### config.mk
export PLATFORM = sky130hd
export DESIGN_NAME = arith_step_sequencer_flat
export DESIGN_NICKNAME = d
export VERILOG_FILES = /design/src/rtl/edsac_ctrl_pkg.sv /design/src/rtl/arith_step_sequencer_if.sv /design/src/rtl/arith_step_sequencer_lsb_index.sv /design/src/rtl/arith_step_sequencer.sv /design/src/flat_wrapper.sv
export SDC_FILE = /design/constraint.sdc
export NUM_CORES = 1
export LEC_CHECK = 0
export BUFFER_PORTS_ARGS = -buffer_cell sky130_fd_sc_hd__buf_2
export CORE_ASPECT_RATIO = 0.7
export CORE_MARGIN = 4
export CORE_UTILIZATION = 55
export DETAILED_ROUTE_END_ITERATION = 8
export PLACE_DENSITY = 0.8
export SETUP_SLACK_MARGIN = 0.5
export SLEW_MARGIN = 40
export SYNTH_ARGS = -nofsm -noshare
export SYNTH_HDL_FRONTEND = slang
export SYNTH_SLANG_ARGS = --single-unit
### constraint.sdc
create_clock -name clk -period 3.4 [get_ports clk]
set_clock_uncertainty 0.2 [all_clocks]
set_input_delay 0.34 -clock clk [delete_from_list [all_inputs] [get_ports clk]]
set_output_delay 0.34 -clock clk [all_outputs]
set_load 0.02 [all_outputs]
### src/rtl/edsac_ctrl_pkg.sv
// Shared types and constants for the arithmetic-step sequencer that drives the
// timing control tank during multiply (V/N) and shift (R/L) orders.
package edsac_ctrl_pkg;

  localparam int MC_LEN           = 36;
  localparam int MULT_STEPS_SHORT = 17;
  localparam int MULT_STEPS_LONG  = 35;
  localparam int ADDR_W           = 11;
  localparam int TIMEOUT          = 80;
  localparam int STEP_W           = 6;
  localparam int WD_W             = $clog2(TIMEOUT + 1);

  typedef enum logic [2:0] {
    IDLE,
    ARM,
    RUN,
    DONE,
    ABORT
  } state_t;

  function automatic logic [STEP_W-1:0] mult_steps(input logic long_op);
    return long_op ? STEP_W'(MULT_STEPS_LONG) : STEP_W'(MULT_STEPS_SHORT);
  endfunction

endpackage

### src/rtl/arith_step_sequencer_if.sv
// Order handshake from main control plus the launch/enable/step lines shared
// with the timing control tank.
interface arith_step_sequencer_if;
  import edsac_ctrl_pkg::*;

  logic              d0;
  logic              start;
  logic              is_mult;
  logic              long_op;
  logic [ADDR_W-1:0] addr;
  logic              dy;
  logic              zero_d0;
  logic              c5;
  logic              c6;
  logic              busy;
  logic              done;
  logic              err;
  logic [STEP_W-1:0] steps_left;

  modport master (
    output d0, start, is_mult, long_op, addr, dy,
    input  zero_d0, c5, c6, busy, done, err, steps_left
  );

  modport slave (
    input  d0, start, is_mult, long_op, addr, dy,
    output zero_d0, c5, c6, busy, done, err, steps_left
  );

endinterface

### src/rtl/arith_step_sequencer_lsb_index.sv
// Shift-count encoder: index of the lowest set bit of the order address plus 1,
// or 0 when the field is empty.
module arith_step_sequencer_lsb_index
  import edsac_ctrl_pkg::*;
(
  input  logic [ADDR_W-1:0] addr_i,
  output logic [STEP_W-1:0] idx_o
);

  // Scan downward so the lowest set bit is the last (winning) assignment.
  always_comb begin
    idx_o = '0;
    for (int i = ADDR_W - 1; i >= 0; i--) begin
      if (addr_i[i]) idx_o = STEP_W'(i + 1);
    end
  end

endmodule

### src/rtl/arith_step_sequencer.sv
// Launches the timing tank on digit 0, holds c5/c6 while counting dy steps,
// and reports completion or a watchdog abort.
//
//   state | meaning
//   IDLE  | no order; accepts start
//   ARM   | order latched, waiting for d0 to launch the tank
//   RUN   | c5/c6 held, counting dy, watchdog running
//   DONE  | one-clock completion pulse
//   ABORT | one-clock error pulse, enables dropped
module arith_step_sequencer
  import edsac_ctrl_pkg::*;
(
  input logic                   clk,
  input logic                   rst_n,
  arith_step_sequencer_if.slave bus
);

  // The launch clock counts as the first watchdog clock, so err lands exactly
  // TIMEOUT clocks after zero_d0 or the last dy.
  localparam logic [WD_W-1:0] WD_LOAD = WD_W'(TIMEOUT - 1);

  state_t            state_q, state_d;
  logic              is_mult_q, is_mult_d;
  logic [STEP_W-1:0] steps_left_q, steps_left_d;
  logic [WD_W-1:0]   wd_q, wd_d;
  logic              empty_err_q, empty_err_d;
  logic [STEP_W-1:0] shift_n;
  logic              launch;
  logic              enable;

  arith_step_sequencer_lsb_index u_lsb_index (
    .addr_i (bus.addr),
    .idx_o  (shift_n)
  );

  always_ff @(posedge clk or negedge rst_n) begin
    if (!rst_n) begin
      state_q      <= IDLE;
      is_mult_q    <= 1'b0;
      steps_left_q <= '0;
      wd_q         <= '0;
      empty_err_q  <= 1'b0;
    end else begin
      state_q      <= state_d;
      is_mult_q    <= is_mult_d;
      steps_left_q <= steps_left_d;
      wd_q         <= wd_d;
      empty_err_q  <= empty_err_d;
    end
  end

  always_comb begin
    state_d      = state_q;
    is_mult_d    = is_mult_q;
    steps_left_d = steps_left_q;
    wd_d         = wd_q;
    empty_err_d  = 1'b0;

    case (state_q)
      IDLE: begin
        if (bus.start) begin
          if (bus.is_mult) begin
            is_mult_d    = 1'b1;
            steps_left_d = mult_steps(bus.long_op);
            state_d      = ARM;
          end else if (shift_n != '0) begin
            is_mult_d    = 1'b0;
            steps_left_d = shift_n;
            state_d      = ARM;
          end else begin
            empty_err_d  = 1'b1;
          end
        end
      end

      ARM: begin
        if (bus.d0) begin
          wd_d    = WD_LOAD;
          state_d = RUN;
        end
      end

      RUN: begin
        // A dy in the expiry clock still counts as a step.
        if (bus.dy) begin
          steps_left_d = steps_left_q - STEP_W'(1);
          wd_d         = WD_LOAD;
          if (steps_left_q == STEP_W'(1)) state_d = DONE;
        end else if (wd_q <= WD_W'(1)) begin
          wd_d         = '0;
          steps_left_d = '0;
          state_d      = ABORT;
        end else begin
          wd_d = wd_q - WD_W'(1);
        end
      end

      DONE:    state_d = IDLE;
      ABORT:   state_d = IDLE;
      default: state_d = IDLE;
    endcase
  end

  assign launch = (state_q == ARM) && bus.d0;
  assign enable = launch || (state_q == RUN);

  assign bus.zero_d0    = launch;
  assign bus.c5         = enable && is_mult_q;
  assign bus.c6         = enable && !is_mult_q;
  assign bus.busy       = (state_q == ARM) || (state_q == RUN);
  assign bus.done       = (state_q == DONE);
  assign bus.err        = (state_q == ABORT) || empty_err_q;
  assign bus.steps_left = steps_left_q;

endmodule
### src/flat_wrapper.sv
// flat-port wrapper written by rule: the top's interface ports become plain ports
module arith_step_sequencer_flat import edsac_ctrl_pkg::*;
  (clk, rst_n, bus_d0, bus_start, bus_is_mult, bus_long_op, bus_addr, bus_dy, bus_zero_d0, bus_c5, bus_c6, bus_busy, bus_done, bus_err, bus_steps_left);
  arith_step_sequencer_if bus_i ();
  input logic clk;
  input logic rst_n;
  input wire logic [$bits(bus_i.d0)-1:0] bus_d0;
  input wire logic [$bits(bus_i.start)-1:0] bus_start;
  input wire logic [$bits(bus_i.is_mult)-1:0] bus_is_mult;
  input wire logic [$bits(bus_i.long_op)-1:0] bus_long_op;
  input wire logic [$bits(bus_i.addr)-1:0] bus_addr;
  input wire logic [$bits(bus_i.dy)-1:0] bus_dy;
  output wire logic [$bits(bus_i.zero_d0)-1:0] bus_zero_d0;
  output wire logic [$bits(bus_i.c5)-1:0] bus_c5;
  output wire logic [$bits(bus_i.c6)-1:0] bus_c6;
  output wire logic [$bits(bus_i.busy)-1:0] bus_busy;
  output wire logic [$bits(bus_i.done)-1:0] bus_done;
  output wire logic [$bits(bus_i.err)-1:0] bus_err;
  output wire logic [$bits(bus_i.steps_left)-1:0] bus_steps_left;
  assign bus_i.d0 = bus_d0;
  assign bus_i.start = bus_start;
  assign bus_i.is_mult = bus_is_mult;
  assign bus_i.long_op = bus_long_op;
  assign bus_i.addr = bus_addr;
  assign bus_i.dy = bus_dy;
  assign bus_zero_d0 = bus_i.zero_d0;
  assign bus_c5 = bus_i.c5;
  assign bus_c6 = bus_i.c6;
  assign bus_busy = bus_i.busy;
  assign bus_done = bus_i.done;
  assign bus_err = bus_i.err;
  assign bus_steps_left = bus_i.steps_left;
  arith_step_sequencer u_core (.clk(clk), .rst_n(rst_n), .bus(bus_i));
endmodule
# == Word-level counts from Yosys, hierarchy flattened ==
# Index checks and enable logic that the tools add are counted.
# classes
add_sub_neg,2
n_lt_le_gt_ge,1
eq_ne,10
n_mux,36
reduce_logical,16
# op_table
cell,count
6-bit two-way mux,16
3-bit two-way mux,7
7-bit two-way mux,3
7-bit case mux with 2 select lines,1
6-bit case mux with 2 select lines,1
"3-bit by 2-bit != test with 1-bit output, second input constant",3
3-bit case mux with 3 select lines,1
"7-bit by 1-bit less-or-equal comparator with 1-bit output, second input constant",1
"7-bit by 1-bit subtractor with 7-bit output, second input constant",1
"3-bit by 2-bit == test with 1-bit output, second input constant",2
"6-bit by 1-bit == test with 1-bit output, second input constant",1
1-bit two-way mux,6
2-bit nonzero test,3
6-bit nonzero test,1
"6-bit by 1-bit subtractor with 6-bit output, second input constant",1
5-bit AND reduction,1
4-bit two-way mux,1
"2-bit != test, second input constant",2
4-bit AND reduction,1
"3-bit by 1-bit == test with 1-bit output, second input constant",1
"3-bit == test, second input constant",1
1-bit logical AND,3
3-bit zero test,1
1-bit logical OR,3
other kinds (3),3
# totals
reg_bits,18
input_bits,18
output_inout_bits,12
elab_cells,70

# == Depth between registers and ports, before layout ==
# Gate-level depths: netlist of run 1.
# logic_depth
word_depth,16
depth_mapped,8
mapped_depth_nobuf,7

# == Modules after synthesis ==
# Synthesis of run 1 repeated with hierarchy kept, for this count alone.
# unflattened
hier_cells,154
hier_area_um2,1342.5
# by_module_without_submodules
module,instances,cells_per_inst,area_per_inst_um2,seq_area_each_um2
arith_step_sequencer,1,133,1216.2,450.4
arith_step_sequencer_lsb_index,1,21,126.4,0.0

# == Worst setup path before layout of run 1 ==
# OpenSTA, ideal clock, no wires.
# synth_path
kind,reg-to-output
start,register u_core.state_q[2]
end,output bus_c5
arrival_ns,2.044
required_ns,2.860
path_slack_ns,0.816
path_stages_with_launch,5
path_buffers,1
path_cell_list,dfrtp_1 clkbuf_1 nor4bb_1 nor2_1 nor2b_1
# synth_between
elab_chain_len,4
word_cells_on_any_way,5
classes_between,eq/ne (2); reduce/logical (3)
# synth_lines
element,line_no,text
from (decl),arith_step_sequencer.sv:22,"state_t state_q, state_d;"
from (signal assigned),arith_step_sequencer.sv:44,state_q <= state_d;
3-bit by 1-bit == test with 1-bit output,arith_step_sequencer.sv:104,assign launch = (state_q == ARM) && bus.d0;
1-bit logical AND,arith_step_sequencer.sv:104,
via bus_zero_d0,flat_wrapper.sv:13,output wire logic [$bits(bus_i.zero_d0)-1:0] bus_zero_d0;
1-bit logical OR,arith_step_sequencer.sv:105,assign enable = launch || (state_q == RUN);
1-bit logical AND,arith_step_sequencer.sv:108,assign bus.c5 = enable && is_mult_q;
to (decl),flat_wrapper.sv:14,output wire logic [$bits(bus_i.c5)-1:0] bus_c5;
# The timed path passes the listed nets, and every way through them passes these cells.

# == Worst setup path after layout of run 1 ==
# layout_path
start,register u_core.state_q[1]
end,output bus_c5
# layout_between
elab_chain_len,4
word_cells_on_any_way,5
classes_between,eq/ne (2); reduce/logical (3)
# layout_lines
element,line_no
3-bit by 1-bit == test with 1-bit output,arith_step_sequencer.sv:104
1-bit logical AND,arith_step_sequencer.sv:104
1-bit logical OR *,arith_step_sequencer.sv:105
1-bit logical AND *,arith_step_sequencer.sv:108
# Every way passes the cells marked *; elsewhere a longest branch is shown, timed or not.

==> flow_metrics.tcl, run 1 <==
set metrics [dict create \
    tightest_slew_ns 0.568 \
    seq_power_share 0.323 \
    vias 1328 \
    fp-row-count 15 \
    setup_tns_ns 0 \
    syn_area_sq_um 1440 \
    clockRootBuffer "clkbuf_8" \
    grt_max_degree 19 \
    syn_to_final_growth_pct 15.1 \
    core_sq_um 2480 \
    drt-pass1-iter-count 4 \
    synth.distinct_cells 55 \
    post_synth.cell_area_avg_sq_um 8.99 \
    yosysWarnings 0 \
    synth-main-ff-cell "dfrtp_1" \
    async_reset_ff_frac 1.00 \
    cp.required_ns 2.86 \
    comb_power_share 0.547 \
    intPower_mw 0.615 \
    start_util 0.580 \
    p_total_mw 1.17 \
    grt_pass1_wl_mm 5.68 \
    path_max_fanout 16 \
    antenna_left 0 \
    whs_ns 0.176 \
    rsz0062_at_grt "false" \
    final_common_cell "buf_2" \
    htree_levels 1 \
    clkPwrFrac 0.130 \
    grt_use_total 0.203 \
    hold_violations 0 \
    clock.fmax_ghz 0.389 \
    antenna_cells 0 \
    power.switching_mw 0.550 \
    io_pins 30 \
    vias_per_cell 5.98 \
    arrival_ns 2.03 \
    slew_headroom 0.620 \
    clkTransAtPathRegs_ns 0.07 \
    wirelength_mm 3.45 \
    dieWidth_um 69.1 \
    die_h_um 50.8 \
    numCtsBuffers 3 \
    first_global_vias 1226 \
    drt-initial-drc-count 80 \
    synth_fp_nets 182 \
    mostFrequentLayoutCells "buf_2, nor2_1, dfrtp_1" \
    finalNetCount 212 \
    crit_path_end_kind "primary output" \
    slew_viol_final 0 \
    fin_crit_sh 0.756 \
    post-cts-setup-buffers 0 \
    grt_overflow 0 \
    finalCriticalPeriod_ns 2.57 \
    ys_ff_latch 18 \
    drt-wirelength-per-cell_um 15.5 \
    p_leak_nw 0.702 \
    worst_skew_pair.late_latency_ns 0.26 \
    p_sw_frac 0.472 \
    clock_path_buffers 2 \
    antenna_found_initial 0 \
    cts_tree "built" \
    status "complete, no violations" \
    ys_seq_area_frac 0.313 \
    hpwl_mm 2.69 \
    synthCells 160 \
    gp_congestion 0.905 \
    ir_worst_vdd_mv 0.368 \
    die_area_sq_um 3510 \
    drc 0 \
    critPathKind "flip-flop to primary output" \
    drive_above_1_share 0.255 \
    power_density_nw_per_um2 704 \
    hold_class "input pin to flip-flop" \
    cts_sinks 18 \
    final_core_utilization 0.668 \
    port_buffers 29 \
    startpoint_type "flip-flop" \
    cap_violations 0 \
    synth_edf_count 0 \
    setup_viol 0 \
]
==> worst paths after layout <==
kind / cells after the start / slack, ns / start / to
min reg2reg: 1 / 0.31 / u_core.is_mult_q$_DFFE_PN0P_ / u_core.is_mult_q$_DFFE_PN0P_
min in group asynchronous: 2 / 0.34 / rst_n / u_core.wd_q[3]$_DFFE_PN0P_
max in group asynchronous: 2 / 2.37 / rst_n / u_core.bus.steps_left[0]$_DFFE_PN0P_
max: 4 / 0.83 / u_core.state_q[1]$_DFFE_PN0P_ / bus_c5
max reg2reg: 5 / 0.85 / u_core.state_q[1]$_DFFE_PN0P_ / u_core.bus.steps_left[1]$_DFFE_PN0P_
min: 2 / 0.18 / bus_is_mult / u_core.is_mult_q$_DFFE_PN0P_
==> final cells by class <==
type / count / area (sq um)
Inverter: 10 / 37.5
Clock buffer: 3 / 41.3
Tap cell: 34 / 42.5
Timing Repair Buffer: 30 / 155
Fill cell: 220 / 822
Sequential cell: 18 / 450
Multi-Input combinational cell: 127 / 928
==> power by group through the flow <==
stage          clock [mW]  combinational, mW  sequential (mW)
2_1_floorplan           0              0.473            0.364
5_1_grt             0.161              0.702            0.392
4_1_cts             0.153              0.639            0.375
3_5_place_dp            0              0.632            0.379
3_3_place_gp            0              0.614            0.373
6_report            0.152              0.638            0.376
==> synth_stat cells (2+ instances only) <==
cell type  count  area share
nor3_2         2       0.014
inv_1         10       0.026
o22a_1         2       0.012
buf_2          2      0.0070
o22ai_1        3       0.013
nor2b_1        4       0.017
nor3_1         5       0.017
nand3_1        2      0.0070
nor4_4         2       0.030
o2bb2ai_1      3       0.018
a21oi_1        5       0.017
nor2_1        24       0.063
xnor2_1        2       0.012
nor3b_1        4       0.021
nand3b_1       2       0.010
clkbuf_1       3      0.0078
a2111oi_4      3       0.057
o21ai_0        5       0.017
nand4_1        4       0.017
o21a_1         2       0.010
dfrtp_1       18        0.31
ha_1           4       0.035
a21oi_2        2       0.012
or3_1          2      0.0087
mux2_4         2       0.021
nand2_1       11       0.029
o21ai_1        2      0.0070
a31oi_1        2      0.0087
o31ai_1        2       0.010
==> worst max-delay path, cell delays in order, from the launching register on <==
cell     delay [ns]
dfrtp_1        0.70
nor3b_2        0.48
nor2_1         0.25
nor2b_1        0.16
buf_2          0.17
==> per-stage QoR <==
step / std cells / worst slack, ns / area, sq um
6_report: 222 / 0.830 / 1660
5_1_grt: 222 / 0.650 / 1660
4_1_cts: 222 / 0.816 / 1660
3_5_place_dp: 218 / 0.902 / 1600
3_3_place_gp: 218 / 0.990 / 1600
2_1_floorplan: 160 / 0.816 / 1440
==> cell families (layout without fill, tap and decap cells) <==
kind of cell | after synthesis | count (layout) | share of synthesized area
simple gates | 75 | 75 | 0.308
compound gates | 42 | 42 | 0.255
flops | 18 | 18 | 0.313
buf+inv | 15 | 43 | 0.0409
fa+ha+maj | 4 | 4 | 0.0348
mux | 4 | 4 | 0.0357
xor+xnor | 2 | 2 | 0.0122
==> sequential cells by signal (all words and copies together) (netlist names) <==
| name | count |
|---|---|
| u_core.state_q | 3 |
| u_core.is_mult_q | 1 |
| u_core.empty_err_q | 1 |
| u_core.bus.steps_left | 6 |
| u_core.wd_q | 7 |
==> layer usage <==
layer  GRT usage  routed length (um)  up-vias
met5           0                   0        -
li1            -                   -      651
met3      0.0460                 222        3
met4      0.0260                  14        0
met2       0.324                1580       37
met1       0.289                1630      637
==> timing repair <==
item	4_1_cts	5_1_grt
hold buffers	1	0
gates resized for setup	0	0
endpoints found under the hold margin	18	0
(Power assumes the default switching activity.)
==> run 2, diff against run 1 <==
--- a/config.mk
+++ b/config.mk
@@ -8,9 +8,9 @@
 export BUFFER_PORTS_ARGS = -buffer_cell sky130_fd_sc_hd__buf_2
 export CORE_ASPECT_RATIO = 0.7
 export CORE_MARGIN = 4
-export CORE_UTILIZATION = 55
+export CORE_UTILIZATION = 49
 export DETAILED_ROUTE_END_ITERATION = 8
-export PLACE_DENSITY = 0.8
+export PLACE_DENSITY = 0.76
 export SETUP_SLACK_MARGIN = 0.5
 export SLEW_MARGIN = 40
 export SYNTH_ARGS = -nofsm -noshare
==> constraint.sdc (replaced) <==
create_clock -name clk -period 2.2 [get_ports clk]
set_clock_uncertainty 0.2 [all_clocks]
set_input_delay 0.22 -clock clk [delete_from_list [all_inputs] [get_ports clk]]
set_output_delay 0.22 -clock clk [all_outputs]
set_load 0.02 [all_outputs]
==> flow_metrics.tcl, run 2 (synthesis gave the netlist of run 1 again) <==
set metrics [dict create \
    clkTransAtPathRegs_ns 0.07 \
    setup_tns_ns 0 \
    p_leak_nw 0.992 \
    finalCriticalPeriod_ns 2.14 \
    arrival_ns 2.08 \
    drt-wirelength-per-cell_um 24.4 \
    p_sw_frac 0.454 \
    final_core_utilization 0.858 \
    clock_path_buffers 2 \
    timing.final.ws_setup_ns 0.0642 \
    clkPwrFrac 0.080 \
    vias_per_cell 6.78 \
    fillerInstances 110 \
    cts_tree "built" \
    fin_crit_sh 0.971 \
    numCtsBuffers 3 \
    regArea_sq_um 459 \
    crit_path_end_kind "flip-flop" \
    critPathBufInv 0 \
    mostFrequentLayoutCells "buf_4, buf_2, buf_6" \
    drt-initial-drc-count 199 \
    setup_viol 0 \
    status "complete, no violations" \
    multiInputGateArea_sq_um 1220 \
    worst_skew_pair.late_latency_ns 0.26 \
    gp_congestion 0.868 \
    clockRootBuffer "clkbuf_8" \
    p_total_mw 3.10 \
    seq_power_share 0.186 \
    drive_above_1_share 0.601 \
    final_common_cell "buf_4" \
    drt-pass1-iter-count 5 \
    clock.fmax_ghz 0.468 \
    pre_cts_ws_ns 0.0845 \
    placed_area_sq_um 1750 \
    hold_violations 0 \
    port_buffers 29 \
    largest_register_ffs 7 \
    cts_sinks 18 \
    comb_power_share 0.734 \
    fp-row-count 16 \
    htree_levels 1 \
    grt_pass1_wl_mm 7.50 \
    wirelength_mm 6.55 \
    ir_worst_vdd_mv 0.914 \
    grt_overflow 0 \
    fin_area_sq_um 2400 \
    cap_violations 0 \
    antenna_found_initial 0 \
    cp_slowest_cell "dfrtp_1" \
    largest_register "u_core.wd_q" \
    antenna_cells 0 \
    finalNetCount 256 \
    slew_viol_final 0 \
    hpwl_mm 2.93 \
    path_cells "ha_4 > o21bai_4 > nand4_1 > a21oi_4 > nor2b_4 > mux2_4" \
    first_global_vias 1512 \
    start_util 0.513 \
    io_pins 30 \
    grt_use_total 0.256 \
    critPathKind "flip-flop to flip-flop" \
    path_max_fanout 4 \
    rsz0062_at_grt "true" \
    hold_class "input pin to flip-flop" \
    syn_to_final_growth_pct 67.2 \
    drc 0 \
    power.switching_mw 1.41 \
    startpoint_type "flip-flop" \
    die_h_um 53.3 \
    grt_max_degree 19 \
    tightest_slew_ns 0.543 \
    slew_headroom 0.635 \
    intPower_mw 1.69 \
    cp.required_ns 2.15 \
    antenna_left 0 \
    cpPeakStageDelay_ns 0.46 \
    core_sq_um 2800 \
    power_density_nw_per_um2 1290 \
    vias 1824 \
    crit_family "simple AND/OR/NAND/NOR gates" \
    dieWidth_um 72.7 \
    die_area_sq_um 3880 \
]
run 2: final cells by class:
class | instances | share of cell area
clock buffers | 4 | 0.0187
multi-input cells | 127 | 0.507
flip-flops and latches | 18 | 0.191
inverters | 10 | 0.0167
well taps | 36 | 0.0187
repair buffers | 74 | 0.248
run 2: metal layers:
layer | GRT usage | wire length [um]
met5 | 0 | 0
met4 | 0.0736 | 508
met3 | 0.0531 | 786
met2 | 0.419 | 2930
met1 | 0.339 | 2330
run 2: stage by stage:
| step | cells | hold slack (ns) |
|---|---|---|
| floorplan | 160 | -0.276 |
| global placement | 229 | -0.0225 |
| detailed placement | 229 | -0.00905 |
| CTS | 256 | 0.0525 |
| global route | 269 | 0.0805 |
| finish | 269 | 0.0824 |
run 2: power groups by stage:
| stage | combinational (mW) | sequential (mW) | clock, mW |
|---|---|---|---|
| finish | 2.28 | 0.577 | 0.248 |
| global route | 2.40 | 0.583 | 0.257 |
| CTS | 1.68 | 0.555 | 0.247 |
| detailed placement | 1.18 | 0.570 | 0 |
| global placement | 1.15 | 0.561 | 0 |
| floorplan | 0.843 | 0.590 | 0 |
run 2: worst paths after layout:
| path | startpoint | depth (start not counted) | endpoint | slack, ns |
|---|---|---|---|---|
| worst max-delay path | u_core.wd_q[0]$_DFFE_PN0P_ | 6 | u_core.bus.steps_left[1]$_DFFE_PN0P_ | 0.06 |
| worst min-delay path | bus_start | 2 | u_core.empty_err_q$_DFF_PN0_ | 0.08 |
| worst max register to register | u_core.wd_q[0]$_DFFE_PN0P_ | 6 | u_core.bus.steps_left[1]$_DFFE_PN0P_ | 0.06 |
| worst min register to register | u_core.bus.steps_left[4]$_DFFE_PN0P_ | 1 | u_core.bus.steps_left[4]$_DFFE_PN0P_ | 0.37 |
| max in group asynchronous | rst_n | 2 | u_core.state_q[2]$_DFFE_PN0P_ | 1.23 |
| min in group asynchronous | rst_n | 2 | u_core.bus.steps_left[2]$_DFFE_PN0P_ | 0.24 |
run 2: worst reg2reg max path, delay by kind of cell, from the launching register on:
| kind | cells | cell delay, ns |
|---|---|---|
| compound gates | 2 | 0.38 |
| flops | 1 | 0.46 |
| mux | 1 | 0.32 |
| fa+ha+maj | 1 | 0.17 |
| simple gates | 2 | 0.48 |
run 2: what timing repair did:
item | in CTS | in global routing
setup endpoints to repair | 19 | 23
resized for setup | 37 | 43
hold buffers | 1 | 0
cloned | 0 | 0
setup buffers | 22 | 13
endpoints found under the hold margin | 18 | 0
pin swaps | 21 | 15
==> run 3, diff against run 2 <==
--- a/config.mk
+++ b/config.mk
@@ -10,9 +10,10 @@
 export CORE_MARGIN = 4
 export CORE_UTILIZATION = 49
 export DETAILED_ROUTE_END_ITERATION = 8
-export PLACE_DENSITY = 0.76
+export PLACE_DENSITY_LB_ADDON = 0.05
 export SETUP_SLACK_MARGIN = 0.5
 export SLEW_MARGIN = 40
 export SYNTH_ARGS = -nofsm -noshare
 export SYNTH_HDL_FRONTEND = slang
 export SYNTH_SLANG_ARGS = --single-unit
+export TNS_END_PERCENT = 30
==> flow_metrics.tcl, run 3 (synthesis gave the netlist of run 1 again) <==
set metrics [dict create \
    status "complete, no violations" \
    htree_levels 1 \
    grt_overflow 0 \
    power_density_nw_per_um2 1200 \
    drt-pass1-iter-count 6 \
    wirelength_mm 4.37 \
    syn_to_final_growth_pct 44.1 \
    ir_worst_vdd_mv 0.808 \
    antenna_left 0 \
    fp-row-count 16 \
    largest_register "u_core.wd_q" \
    arrival_ns 1.99 \
    drive_above_1_share 0.459 \
    cap_violations 0 \
    cts_tree "built" \
    gp_congestion 0.846 \
    port_buffers 29 \
    setup_viol 0 \
    io_pins 30 \
    numCtsBuffers 3 \
    hold_end "u_core.is_mult_q$_DFFE_PN0P_" \
    worstHoldStart "bus_is_mult" \
    top_layer_used "met4" \
    drt-initial-drc-count 159 \
    die_area_sq_um 3880 \
    rr_startpoint "u_core.wd_q[4]$_DFFE_PN0P_" \
    cp.required_ns 2.14 \
    rr_endpoint "u_core.is_mult_q$_DFFE_PN0P_" \
    power.switching_mw 1.09 \
    finalCriticalPeriod_ns 2.05 \
    clock_path_buffers 2 \
    antenna_found_initial 0 \
    vias 1506 \
    antenna_cells 0 \
    setup_tns_ns 0 \
    p_leak_nw 0.872 \
    slew_headroom 0.678 \
    drt-wirelength-per-cell_um 17.2 \
    whs_ns 0.0849 \
    wl_met2_mm 2.14 \
    seq_power_share 0.219 \
    mostFrequentLayoutCells "buf_2, buf_4, nor2_1" \
    intPower_mw 1.40 \
    grt_use_total 0.243 \
    fin_crit_sh 0.931 \
    crit_path_end_kind "flip-flop" \
    startpoint_type "flip-flop" \
    p_sw_frac 0.436 \
    rrSetupSlack_ns 0.15 \
    path_max_fanout 4 \
    vias_per_cell 5.93 \
    hpwl_mm 2.87 \
    clkTransAtPathRegs_ns 0.07 \
    hold_class "input pin to flip-flop" \
    comb_power_share 0.671 \
    min_path_cells 2 \
    rsz0062_at_grt "true" \
    reg2reg_depth 5 \
    grt_max_degree 19 \
    wl_met3_um 247 \
    clock.fmax_ghz 0.488 \
    slew_viol_final 0 \
    clkPwrFrac 0.111 \
    drc 0 \
    grt_pass1_wl_mm 7.18 \
    finalNetCount 241 \
    dieWidth_um 72.7 \
    hold_violations 0 \
    worst_skew_pair.late_latency_ns 0.25 \
    clockRootBuffer "clkbuf_8" \
    cts_sinks 18 \
    final_common_cell "buf_2" \
    tightest_slew_ns 0.483 \
    m1WireLength_mm 1.92 \
    start_util 0.513 \
    largest_register_ffs 7 \
    core_sq_um 2800 \
    critPathKind "flip-flop to flip-flop" \
    die_h_um 53.3 \
    first_global_vias 1538 \
]
-- run 3: changes by cell type in the layout (fill, tap and decap cells not counted), moves of 3 or more --
cell       change
a21oi_1        +3
buf_4          -6
nor2_1         +4
nor2_4         -3
o2bb2ai_1      +3
buf_6         -13
buf_2          +4
-- run 3: metrics by stage --
stage / instance area (sq um) / std cells / setup slack [ns] / total power, mW / util
finish: 2070 / 254 / 0.151 / 2.49 / 0.739
detailed placement: 1730 / 229 / 0.0635 / 1.75 / 0.617
CTS: 1980 / 250 / 0.188 / 2.32 / 0.708
global placement: 1730 / 229 / 0.119 / 1.71 / 0.617
floorplan: 1520 / 160 / 0.239 / 1.41 / -
global route: 2070 / 254 / 0.0519 / 2.66 / 0.739
-- run 3: power groups by stage --
stage | Sequential (mW) | Clock (mW) | Combinational (mW)
5_1_grt | 0.555 | 0.297 | 1.81
2_1_floorplan | 0.588 | 0 | 0.822
3_5_place_dp | 0.545 | 0 | 1.20
6_report | 0.545 | 0.276 | 1.67
4_1_cts | 0.527 | 0.276 | 1.52
3_3_place_gp | 0.534 | 0 | 1.18
-- run 3: final cells by class --
| cell class | count | area (sq um) |
|---|---|---|
| multi-input cells | 127 | 1060 |
| fillers | 212 | 731 |
| flip-flops and latches | 18 | 458 |
| repair buffers | 59 | 419 |
| clock buffers | 4 | 55.1 |
| well taps | 36 | 45.0 |
| inverters | 10 | 37.5 |
-- run 3: metal layers --
layer,track usage,vias up
met5,0,-
li1,-,709
met1,0.298,723
met3,0.0531,11
met4,0.0583,0
met2,0.434,63
-- run 3: timing repair --
| item | CTS | global route |
|---|---|---|
| gates resized for setup | 18 | 14 |
| setup endpoints to repair | 21 | 23 |
| endpoints found under the hold margin | 18 | 0 |
| pin swaps | 8 | 4 |
| hold buffers | 1 | 0 |
| buffers inserted | 16 | 4 |
-- run 3: worst max path at each step --
stage,from,cells after the start,slack [ns],end
2_1_floorplan,u_core.wd_q[1]$_DFFE_PN0P_,7,0.24,u_core.is_mult_q$_DFFE_PN0P_
3_3_place_gp,bus_addr[4],6,0.12,u_core.is_mult_q$_DFFE_PN0P_
3_5_place_dp,bus_addr[4],6,0.06,u_core.is_mult_q$_DFFE_PN0P_
4_1_cts,u_core.bus.steps_left[4]$_DFFE_PN0P_,5,0.19,u_core.is_mult_q$_DFFE_PN0P_
5_1_grt,u_core.wd_q[4]$_DFFE_PN0P_,5,0.05,u_core.is_mult_q$_DFFE_PN0P_
6_report,u_core.wd_q[4]$_DFFE_PN0P_,5,0.15,u_core.is_mult_q$_DFFE_PN0P_
-- run 3: worst max-delay path, stage by stage (launching register included) --
cell,delay [ns]
dfrtp_2,0.44
nor3_4,0.27
nand4_1,0.13
a32o_2,0.32
a2111oi_4,0.22
mux2_1,0.35
